$ cat src/rtl/bit_serial_adder_pkg.sv
`default_nettype none
// +--------------------------------------------------------------------------+
// | Package : bit_serial_adder_pkg                                           |
// | Brief   : State encodings and width helper shared by the serial adder.   |
// | Rev     : 1.0                                                            |
// +--------------------------------------------------------------------------+
package bit_serial_adder_pkg;

    typedef enum logic [1:0] {
        BSA_IDLE = 2'd0,
        BSA_RUN  = 2'd1,
        BSA_DONE = 2'd2
    } bsa_state_e;

    // Bit counter must be able to hold N, the value it steps to on the last RUN cycle
    function automatic int bsa_cnt_width(input int n);
        return (n < 1) ? 1 : $clog2(n + 1);
    endfunction

endpackage : bit_serial_adder_pkg
`default_nettype wire

$ cat src/rtl/bit_serial_adder_fa.sv
`default_nettype none
// +--------------------------------------------------------------------------+
// | Module  : fa                                                             |
// | Brief   : 1-bit full adder used as the serial adder's arithmetic core.   |
// | Rev     : 1.0                                                            |
// +--------------------------------------------------------------------------+
module fa (
    output logic co,
    output logic s,
    input  logic ci,
    input  logic x,
    input  logic y
);

    logic p;

    assign p  = x ^ y;
    assign s  = p ^ ci;
    assign co = (x & y) | (ci & p);

endmodule : fa
`default_nettype wire

$ cat src/rtl/bit_serial_adder.sv
`default_nettype none
// +--------------------------------------------------------------------------+
// | Module  : bit_serial_adder                                               |
// | Brief   : N-bit adder evaluated LSB-first, one bit per clock, through a  |
// |           single full adder with start/busy/done handshake.              |
// |           Define BSA_OVERFLOW_EN to add the signed-overflow output ov.   |
// | Rev     : 1.0                                                            |
// +--------------------------------------------------------------------------+
module bit_serial_adder
    import bit_serial_adder_pkg::*;
#(
    parameter int N = 8
) (
    input  logic         clk,
    input  logic         rst_n,
    input  logic         start,
    input  logic [N-1:0] x,
    input  logic [N-1:0] y,
    input  logic         ci,
    output logic [N-1:0] r,
    output logic         co,
    output logic         busy,
    output logic         done
`ifdef BSA_OVERFLOW_EN
    ,
    output logic         ov
`endif
);

    localparam int               CNT_W    = bsa_cnt_width(N);
    localparam logic [CNT_W-1:0] CNT_LAST = CNT_W'(N - 1);
    localparam logic [CNT_W-1:0] CNT_ONE  = CNT_W'(1);

    bsa_state_e       state_q, state_d;
    logic [N-1:0]     xs_q, xs_d;
    logic [N-1:0]     ys_q, ys_d;
    logic             carry_q, carry_d;
    logic [CNT_W-1:0] cnt_q, cnt_d;
    logic [N-1:0]     r_q, r_d;
    logic             co_q, co_d;

    logic             fa_s;
    logic             fa_co;
    logic [N-1:0]     ss_shift;
    logic             run_en;

    fa u_fa (
        .co (fa_co),
        .s  (fa_s),
        .ci (carry_q),
        .x  (xs_q[0]),
        .y  (ys_q[0])
    );

    assign run_en = (state_q == BSA_RUN);

    // Sum bits enter at the MSB; only the upper N-1 bits need storage since
    // the newest bit comes straight from the full adder.
    generate
        if (N == 1) begin : g_sum_n1
            assign ss_shift = fa_s;
        end else begin : g_sum_nx
            logic [N-2:0] ss_q;

            always_ff @(posedge clk or negedge rst_n) begin
                if (!rst_n) begin
                    ss_q <= '0;
                end else if (run_en) begin
                    ss_q <= ss_shift[N-1:1];
                end
            end

            assign ss_shift = {fa_s, ss_q};
        end
    endgenerate

`ifdef BSA_OVERFLOW_EN
    logic ov_q, ov_d;
`endif

    always_ff @(posedge clk or negedge rst_n) begin
        if (!rst_n) begin
            state_q <= BSA_IDLE;
            xs_q    <= '0;
            ys_q    <= '0;
            carry_q <= 1'b0;
            cnt_q   <= '0;
            r_q     <= '0;
            co_q    <= 1'b0;
`ifdef BSA_OVERFLOW_EN
            ov_q    <= 1'b0;
`endif
        end else begin
            state_q <= state_d;
            xs_q    <= xs_d;
            ys_q    <= ys_d;
            carry_q <= carry_d;
            cnt_q   <= cnt_d;
            r_q     <= r_d;
            co_q    <= co_d;
`ifdef BSA_OVERFLOW_EN
            ov_q    <= ov_d;
`endif
        end
    end

    always_comb begin
        state_d = state_q;
        xs_d    = xs_q;
        ys_d    = ys_q;
        carry_d = carry_q;
        cnt_d   = cnt_q;
        r_d     = r_q;
        co_d    = co_q;
`ifdef BSA_OVERFLOW_EN
        ov_d    = ov_q;
`endif

        case (state_q)
            BSA_IDLE, BSA_DONE: begin
                if (start) begin
                    xs_d    = x;
                    ys_d    = y;
                    carry_d = ci;
                    cnt_d   = '0;
                    state_d = BSA_RUN;
                end else begin
                    state_d = BSA_IDLE;
                end
            end

            BSA_RUN: begin
                xs_d    = xs_q >> 1;
                ys_d    = ys_q >> 1;
                carry_d = fa_co;
                cnt_d   = cnt_q + CNT_ONE;
                if (cnt_q == CNT_LAST) begin
                    r_d     = ss_shift;
                    co_d    = fa_co;
`ifdef BSA_OVERFLOW_EN
                    // carry_q is the carry into the MSB on this final cycle
                    ov_d    = carry_q ^ fa_co;
`endif
                    state_d = BSA_DONE;
                end
            end

            default: begin
                state_d = BSA_IDLE;
            end
        endcase
    end

    assign r    = r_q;
    assign co   = co_q;
    assign busy = (state_q == BSA_RUN);
    assign done = (state_q == BSA_DONE);
`ifdef BSA_OVERFLOW_EN
    assign ov   = ov_q;
`endif

endmodule : bit_serial_adder
`default_nettype wire

$ cat config.mk
export PLATFORM = sky130hd
export DESIGN_NAME = bit_serial_adder
export DESIGN_NICKNAME = d
export VERILOG_FILES = /design/src/rtl/bit_serial_adder_pkg.sv /design/src/rtl/bit_serial_adder_fa.sv /design/src/rtl/bit_serial_adder.sv
export SDC_FILE = /design/constraint.sdc
export NUM_CORES = 1
export LEC_CHECK = 0
export CELL_PAD_IN_SITES_DETAIL_PLACEMENT = 1
export CELL_PAD_IN_SITES_GLOBAL_PLACEMENT = 2
export CORE_ASPECT_RATIO = 1.5
export CORE_MARGIN = 2
export CORE_UTILIZATION = 38
export CTS_CLUSTER_DIAMETER = 50
export DETAILED_ROUTE_END_ITERATION = 7
export GPL_TIMING_DRIVEN = 0
export PLACE_DENSITY_LB_ADDON = 0.1
export SYNTH_ARGS = -nofsm -noshare
export SYNTH_HDL_FRONTEND = slang
export SYNTH_SLANG_ARGS = --single-unit
$ cat constraint.sdc
create_clock -name clk -period 2 [get_ports clk]
set_input_delay 0.2 -clock clk [delete_from_list [all_inputs] [get_ports clk]]
set_output_delay 0.2 -clock clk [all_outputs]
set_load 0.02 [all_outputs]
# Word level (Yosys, flattened, before mapping)
# Index checks and enable logic that the tools add are counted.
# totals
ff_bits	39
in_bits	20
output_inout_bits	11
elab_cells	35
# classes
add_sub_neg	1
eq_ne	5
mux	11
n_bitwise	5
reduce_logical	5
# ops
op	count
8-bit case mux with 2 select lines	2
8-bit two-way mux	2
4-bit case mux with 2 select lines	1
4-bit by 1-bit adder with 4-bit output (second input constant)	1
4-bit by 3-bit equality test with 1-bit output (second input constant)	1
4-bit two-way mux	1
2-bit case mux with 2 select lines	1
2-bit AND reduction	2
1-bit AND	2
2-bit by 1-bit equality test with 1-bit output (second input constant)	1
2-bit equality test (second input constant)	1
2-bit zero test	1
1-bit two-way mux	2
2-bit two-way mux	1
2-bit by 1-bit inequality test with 1-bit output (second input constant)	1
2-bit inequality test (second input constant)	1
1-bit case mux with 2 select lines	1
2-bit nonzero test	1
2-bit OR reduction	1
1-bit XOR	2
1-bit OR	1

# Depth between registers and ports, before layout
# depth
word_depth	4
mapped_depth	5
depth_no_buf	4

# Hierarchy
# Synthesis repeated with hierarchy kept, for this count alone.
# unflattened
cells_unflattened	113
hier_area_um2	1627.8
# modules_own_cells
module	instances	cells_each	area_per_inst_um2	seq_area_each_um2
bit_serial_adder	1	112	1607.8	975.9
fa	1	1	20.0	0.0

# Least setup slack after synthesis
# Ideal clock, no wire load.
# synth_path
path_kind	register -> register
start	reg cnt_q[0]
end	reg co_q (netlist: co)
setup_ns	0.125
t_arrival_ns	1.257
t_required_ns	1.875
setup_slack_ns	0.618
path_stages_with_launch	6
n_path_buf	1
period_less_slack_ns	1.382
path_cell_list	dfrtp_1 -> ha_1 -> nand2_1 -> nor3b_2 -> buf_4 -> mux2_2
# synth_between
elab_chain_cells	2
# synth_lines
item	line	source
from (decl)	bit_serial_adder.sv:38	logic [CNT_W-1:0] cnt_q, cnt_d;
from (signal assigned)	bit_serial_adder.sv:98	cnt_q <= cnt_d;
4-bit by 3-bit equality test with 1-bit output	bit_serial_adder.sv:137	if (cnt_q == CNT_LAST) begin
2-bit AND reduction (no source line)	n/a	
to (signal assigned)	bit_serial_adder.sv:100	co_q <= co_d;
to (decl)	bit_serial_adder.sv:40	logic co_q, co_d;
# No other way between the ends.
# A chain may end at the register's enable or synchronous reset.

# Worst setup path after layout
# layout_path
start	reg state_q[1]
end	out busy
# layout_between
elab_chain_cells	1
# layout_lines
item	line	source
from (decl)	bit_serial_adder.sv:34	bsa_state_e state_q, state_d;
from (signal assigned)	bit_serial_adder.sv:94	state_q <= state_d;
2-bit by 1-bit equality test with 1-bit output	bit_serial_adder.sv:156	assign busy = (state_q == BSA_RUN);
to (decl)	bit_serial_adder.sv:22	output logic busy,
# No other way between the ends.

==> results.tsv <==
metric	value	unit
slowest stage delay, CP	0.37	ns
first-pass GRT wire length	5.46	mm
register area share after synthesis	60.0	%
CORE AREA	0.00417	sq mm
crit-path max FO	10	
Clk pwr share	16.6	%
post-route ant nets	0	
Switch Pwr	0.00111	W
initial antenna violation count	0	
library cells used by synthesis	18	
Logic pwr share	42.8	%
Int Power	0.00229	W
number of global-route vias before repair	1171	
clock latency on the worst-skew pair	0.28	ns
Fin. Hold Viols	0	
I/O pin total	31	
clock buffer count from CTS	5	
post-layout util	49.8	%
Die H	84.2	um
worst-path cell chain	and2b_4 > buf_6 > buf_6 > dlygate4sd2_1	
Sw Share	32.6	%
count leader, synth	dfrtp_1	
RePlAce Congestion	0.672	
Layout area overhead	27.7	%
Post-synth top flop	dfrtp_1	
Synth top area share	60.0	%
n_diodes	0	
Root Buffer	clkbuf_8	
most used cell, CP	buf_6	
relative slew slack	43.0	%
Tightest Pin Transition	0.856	ns
worst min path class	in -> async	
Worst Setup Path Type	reg -> out	
DRC Markers	0	
clk buf depth	2	
die area	0.00483	sq mm
Cell Area, Synth	0.00163	sq mm
average wire per standard cell	16.3	um
fin crit period	1.77	ns
number of synthesized flops with an enable pin	0	
initial DRC count	30	
Buf/Inv on CP	3	
Post-synth top cells	dfrtp_1 (39), a22o_1 (19), mux2_2 (17)	
flops & latches, synth	39	
Clock transition at path regs	0.07	ns
Vias/cell	5.28	
P_leak	1.02	nW
pins over their slew limit	0	
CTS Sinks	39	
Req. time, crit path	1.80	ns
final WL	3.22	mm
Syn Inst Count	113	
share of layout cells above drive strength 1	23.2	%
standard-cell rows	29	
pin count of the biggest net entering global routing	40	
syn_area_per_cell	14.4	sq um
Placed Cells incl. Taps	189	
Synth Warn #	0	
Critical Path AT	1.57	ns
total gr overflow	0	
die span in x	57.4	um
setup bufs post-CTS	0	
Pwr Density	1630	mW/mm^2
Crit path max-delay family	buffers and inverters	
Max Cap Viol	0	
CTS tree	yes	
RSZ-0062 raised after global routing	no	
number of port buffers	30	
async set-reset flop share out of synthesis	100	%
part of the cycle the worst path needs	88.5	%
status	finished, final reports clean	
Post-Syn Nets	135	
Synth area leaders	dfrtp_1 (60%), mux2_2 (12%), a22o_1 (10%)	
H-tree depth	2	
GRT Total Usage	14.7	%
dpl hpwl	2.20	mm
Worst setup EP type	output port	
Critical Path Source	state_q[1]	
fmax	0.565	GHz
Seq pwr share	40.7	%
Worst Clk Skew	0.00337	ns
biggest area consumer among synthesized cells	dfrtp_1	
reg-to-reg startpoint	cnt_q[0]	
Worst Setup Start Kind	flip-flop	
vias after detailed routing	1041	
DRT Pass-1 Iters	2	
slowest CP cell	dfrtp_1	
Initial Util	39.0	%
# nets final	172	
Setup violations, final	0	
Worst VDD drop	0.840	mV
Final Instance Count excl. Fillers	197	
[power by group through the flow]
stage	sequential, W	clock (W)	combinational, W
2_1_floorplan	0.00144	0	0.000937
3_3_place_gp	0.00138	0	0.00144
3_5_place_dp	0.00140	0	0.00148
4_1_cts	0.00139	0.000590	0.00149
5_1_grt	0.00143	0.000614	0.00160
6_report	0.00138	0.000563	0.00145
[what timing repair did]
action	4_1_cts	5_1_grt
resized for setup	1	0
hold buffers	0	0
endpoints found under the setup margin	1	0
[area by class of cell]
| class | count | area (sq um) |
|---|---|---|
| plain buffers | 7 | 52.6 |
| flip-flops and latches | 39 | 976 |
| clock buffers | 8 | 100 |
| fillers | 436 | 2090 |
| repair buffers | 30 | 294 |
| multi-input cells | 67 | 599 |
| well taps | 46 | 57.6 |
[flip-flops by register name, indices dropped and copies added, names as in the netlist]
name,count
cnt_q,4
r,8
co,1
xs_q,8
g_sum_nx.ss_q,7
ys_q,8
state_q,2
carry_q,1
[final timing paths]
kind / slack (ns) / endpoint / cells past startpoint
setup / recovery: 0.23 / busy / 4
hold / removal: 0.02 / xs_q[4] / 1
setup reg to reg: 0.47 / r[2] / 5
hold reg to reg: 0.48 / xs_q[6] / 1
max in group asynchronous: 1.43 / g_sum_nx.ss_q[2] / 1
min in group clk: 0.48 / xs_q[6] / 1
[metrics by stage]
stage          TNS [ns]  total power [W]  hold WS (ns)  setup slack (ns)  area [sq um]
2_1_floorplan         0          0.00238       -0.0956             0.618          1630
3_3_place_gp      -6.72          0.00283         0.458            -0.174          1990
3_5_place_dp          0          0.00288         0.368             0.202          1980
4_1_cts               0          0.00347        0.0557             0.202          2080
5_1_grt               0          0.00365        0.0779             0.164          2080
6_report              0          0.00339        0.0236             0.230          2080
[cell families after synthesis]
group	Yosys count	share of synthesized area, %
buffers and inverters	7	3.23
adders and majority gates	2	2.00
and+or+nand+nor	11	4.38
DFF	39	60.0
AOI/OAI and AO/OA	35	17.4
muxes	19	13.0
[cell usage in the layout (no fill, tap or decap)]
cell type and count:
a21o_1 15, a22o_1 19, and2b_4 1, buf_2 4, buf_4 2, buf_6 2
clkbuf_1 1, clkbuf_8 7, clkdlybuf4s50_1 28, dfrtp_1 39, dlygate4sd2_1 1, fa_1 1
ha_1 1, mux2_2 17, mux2i_1 2, nand2_1 3, nand2b_1 1, nand4_1 1
nor2_2 1, nor2b_1 3, nor3b_2 1, o21ai_0 1
[layer usage]
metal | up-vias | global-route usage, % | share of wire (%)
li1 | 486 | - | -
met1 | 530 | 17.1 | 42
met2 | 21 | 25.5 | 54
met3 | 4 | 3.85 | 3.5
met4 | 0 | 5.07 | 1.1
met5 | - | 0 | 0
[worst reg2reg max path, delay by kind of cell (launching register included)]
kind | cells | cell delay, ns
DFF | 1 | 0.38
and+or+nand+nor | 2 | 0.27
muxes | 1 | 0.35
buffers and inverters | 1 | 0.21
adders and majority gates | 1 | 0.20
Note: power is estimated with default switching activity, not from simulation.
==> variant (same settings) <==
Take the reset off `xs_q`, `ys_q` and `r_q` and load them in a clocked block of their own.
--- a/src/rtl/bit_serial_adder.sv
+++ b/src/rtl/bit_serial_adder.sv
@@ -82,9 +82,6 @@
         if (!rst_n) begin
             state_q <= BSA_IDLE;
-            xs_q    <= '0;
-            ys_q    <= '0;
             carry_q <= 1'b0;
             cnt_q   <= '0;
-            r_q     <= '0;
             co_q    <= 1'b0;
 `ifdef BSA_OVERFLOW_EN
@@ -93,9 +90,6 @@
         end else begin
             state_q <= state_d;
-            xs_q    <= xs_d;
-            ys_q    <= ys_d;
             carry_q <= carry_d;
             cnt_q   <= cnt_d;
-            r_q     <= r_d;
             co_q    <= co_d;
 `ifdef BSA_OVERFLOW_EN
@@ -103,4 +97,10 @@
 `endif
         end
+    end
+
+    always_ff @(posedge clk) begin
+        xs_q <= xs_d;
+        ys_q <= ys_d;
+        r_q  <= r_d;
     end
 
Formal check against the unedited RTL: differs if rst_n is asserted again (counterexample within 10 cycles, from zero or initial values and one cycle with rst_n low); with rst_n held inactive, the same outputs for 10 cycles.
==> variant against the unedited design <==
Total power increased by 1.6%. Setup slack worse by 60 ps. Die area is 0.21% higher. Synthesized cell count is 23% higher. Maximum frequency shrank 3.3%. Sequential cell count unchanged. Cell area increased by 2.0%. Area after synthesis increased by 0.23%. Routed wire length about the same. Sequential share of layout area increased by 4.8 points. Register-to-register slack lost 300 ps. Non-clock buffer count fell by 2. Critical path type is now flip-flop to flip-flop.
==> variant: results (changes against the unedited design) <==
run_status:
  status: "finished, final reports clean"
critical_path:
  cp_max_fo: 16  # +6
  rrSetupSlack_ps: 170  # -300 ps
  r2r_end: "ys_q[7]$_SDFFCE_PP0P_"
  crit_path_max_incr_delay_ps: 510  # +140 ps
  r2r_cells: 4  # -1
  r2r-start: "state_q[1]$_DFFE_PN0P_"
  cp_slowest_cell: "nand2_1"
  crit_family: "simple AND/OR/NAND/NOR gates"
  cp.arrival_ps: 1750  # +180 ps
cells_and_area:
  final_nets: 198  # +15%
  drive_gt1_share_pct: 10.2  # -13 points
global_routing:
  grt_pass1_wl_mm: 5.76  # +5.6%
  grt_pass1_vias: 1239  # +5.8%
  grt_usage_pct: 15.6  # +0.94 points
placement:
  place.gp.congestion: 0.687  # +2.1%
  hpwlAfterDp_mm: 2.32  # +5.4%
sta:
  slew_headroom_pct: 52.4  # +9.4 points
  clock_skew_ps: 4.41  # +1.05 ps
drt:
  first_pass_iters: 3  # +1
  drt_first_iter_violations: 21  # -30%
  routed_wl_mm: 3.21  # about the same
  vias: 1086  # +4.3%
power:
  vdd_ir_drop_max_mv: 0.868  # +3.4%
logic_synthesis:
  synth-async-reset-ratio_pct: 38.5  # -62 points
  ys_seq_area_share_pct: 67.2  # +7.2 points
  synth_area_leaders: "edfxtp_1 (44%), dfrtp_1 (23%), nand2_1 (16%)"
  syn_nets: 161  # +19%
  ys_top_cells_by_count: "nand2_1 (69), edfxtp_1 (24), dfrtp_1 (15), buf_4 (3)"
  synthDominantCellAreaShare_pct: 44.2  # -16 points
  synth_edf_count: 24  # +24
  synth_top_flop_cell: "edfxtp_1"
==> variant: kinds of logic (layout without fill, tap and decap cells) <==
kind of cell,after synthesis,count (layout),share of synthesized area [%]
buffers and inverters,6,44,2.99
and+or+nand+nor,82,82,21.8
AOI/OAI and AO/OA,5,5,1.92
adders and majority gates,2,2,1.99
muxes,4,4,3.60
DFF,39,39,67.2
xor gates and xnor gates,1,1,0.537
==> variant: final cells by class <==
cell class	instances	area [um2]
fillers	466	2050
flip-flops and latches	39	1100
multi-input cells	94	487
repair buffers	30	299
clock buffers	6	72.6
clock inverters	2	60.1
well taps	46	57.6
plain buffers	5	45.0
inverters	1	3.75
==> variant: worst max-delay path by stage <==
stage / startpoint / slack (ps) / cells after the start / endpoint
floorplan: state_q[1]$_DFFE_PN0P_ / 410 / 4 / xs_q[0]$_DFFE_PP_
global placement: state_q[1]$_DFFE_PN0P_ / 150 / 4 / ys_q[7]$_SDFFCE_PP0P_
detailed placement: state_q[0]$_DFFE_PN0P_ / 120 / 4 / ys_q[7]$_SDFFCE_PP0P_
CTS: state_q[1]$_DFFE_PN0P_ / 140 / 4 / ys_q[7]$_SDFFCE_PP0P_
global route: state_q[1]$_DFFE_PN0P_ / 30 / 4 / xs_q[3]$_DFFE_PP_
finish: state_q[1]$_DFFE_PN0P_ / 170 / 4 / ys_q[7]$_SDFFCE_PP0P_
==> variant: routing by layer <==
metal  vias up  part of all wire [%]  global-route usage [%]  routed length, um
met5         -                     0                       0                  0
li1        529                     -                       -                  -
met4         0                   1.8                    5.71                 57
met3         5                   4.9                    4.31                157
met2        32                    52                    27.9               1680
met1       520                    41                    17.2               1320
==> variant: power by group <==
group / internal, mW / total, mW / switching (mW) / leakage, nW
sequential: 1.33 / 1.53 / 0.199 / 0.425
combinational: 0.488 / 1.15 / 0.666 / 0.421
clock: 0.499 / 0.761 / 0.263 / 0.0654
total: 2.32 / 3.45 / 1.13 / 0.911
==> variant: repair_timing <==
action,in CTS,in global routing
endpoints found under the hold margin,0,0
endpoints found under the setup margin,1,0
resized for setup,2,0
==> variant: stage by stage <==
stage,cells,instance area [um2],power (mW),hold WS [ps],setup slack [ps]
4_1_cts,223,2120,3.51,360,137
5_1_grt,223,2120,3.73,378,32.6
2_1_floorplan,139,1630,2.33,-95.6,409
6_report,223,2120,3.45,338,171
3_3_place_gp,215,1990,2.66,437,153
3_5_place_dp,215,1990,2.73,447,123
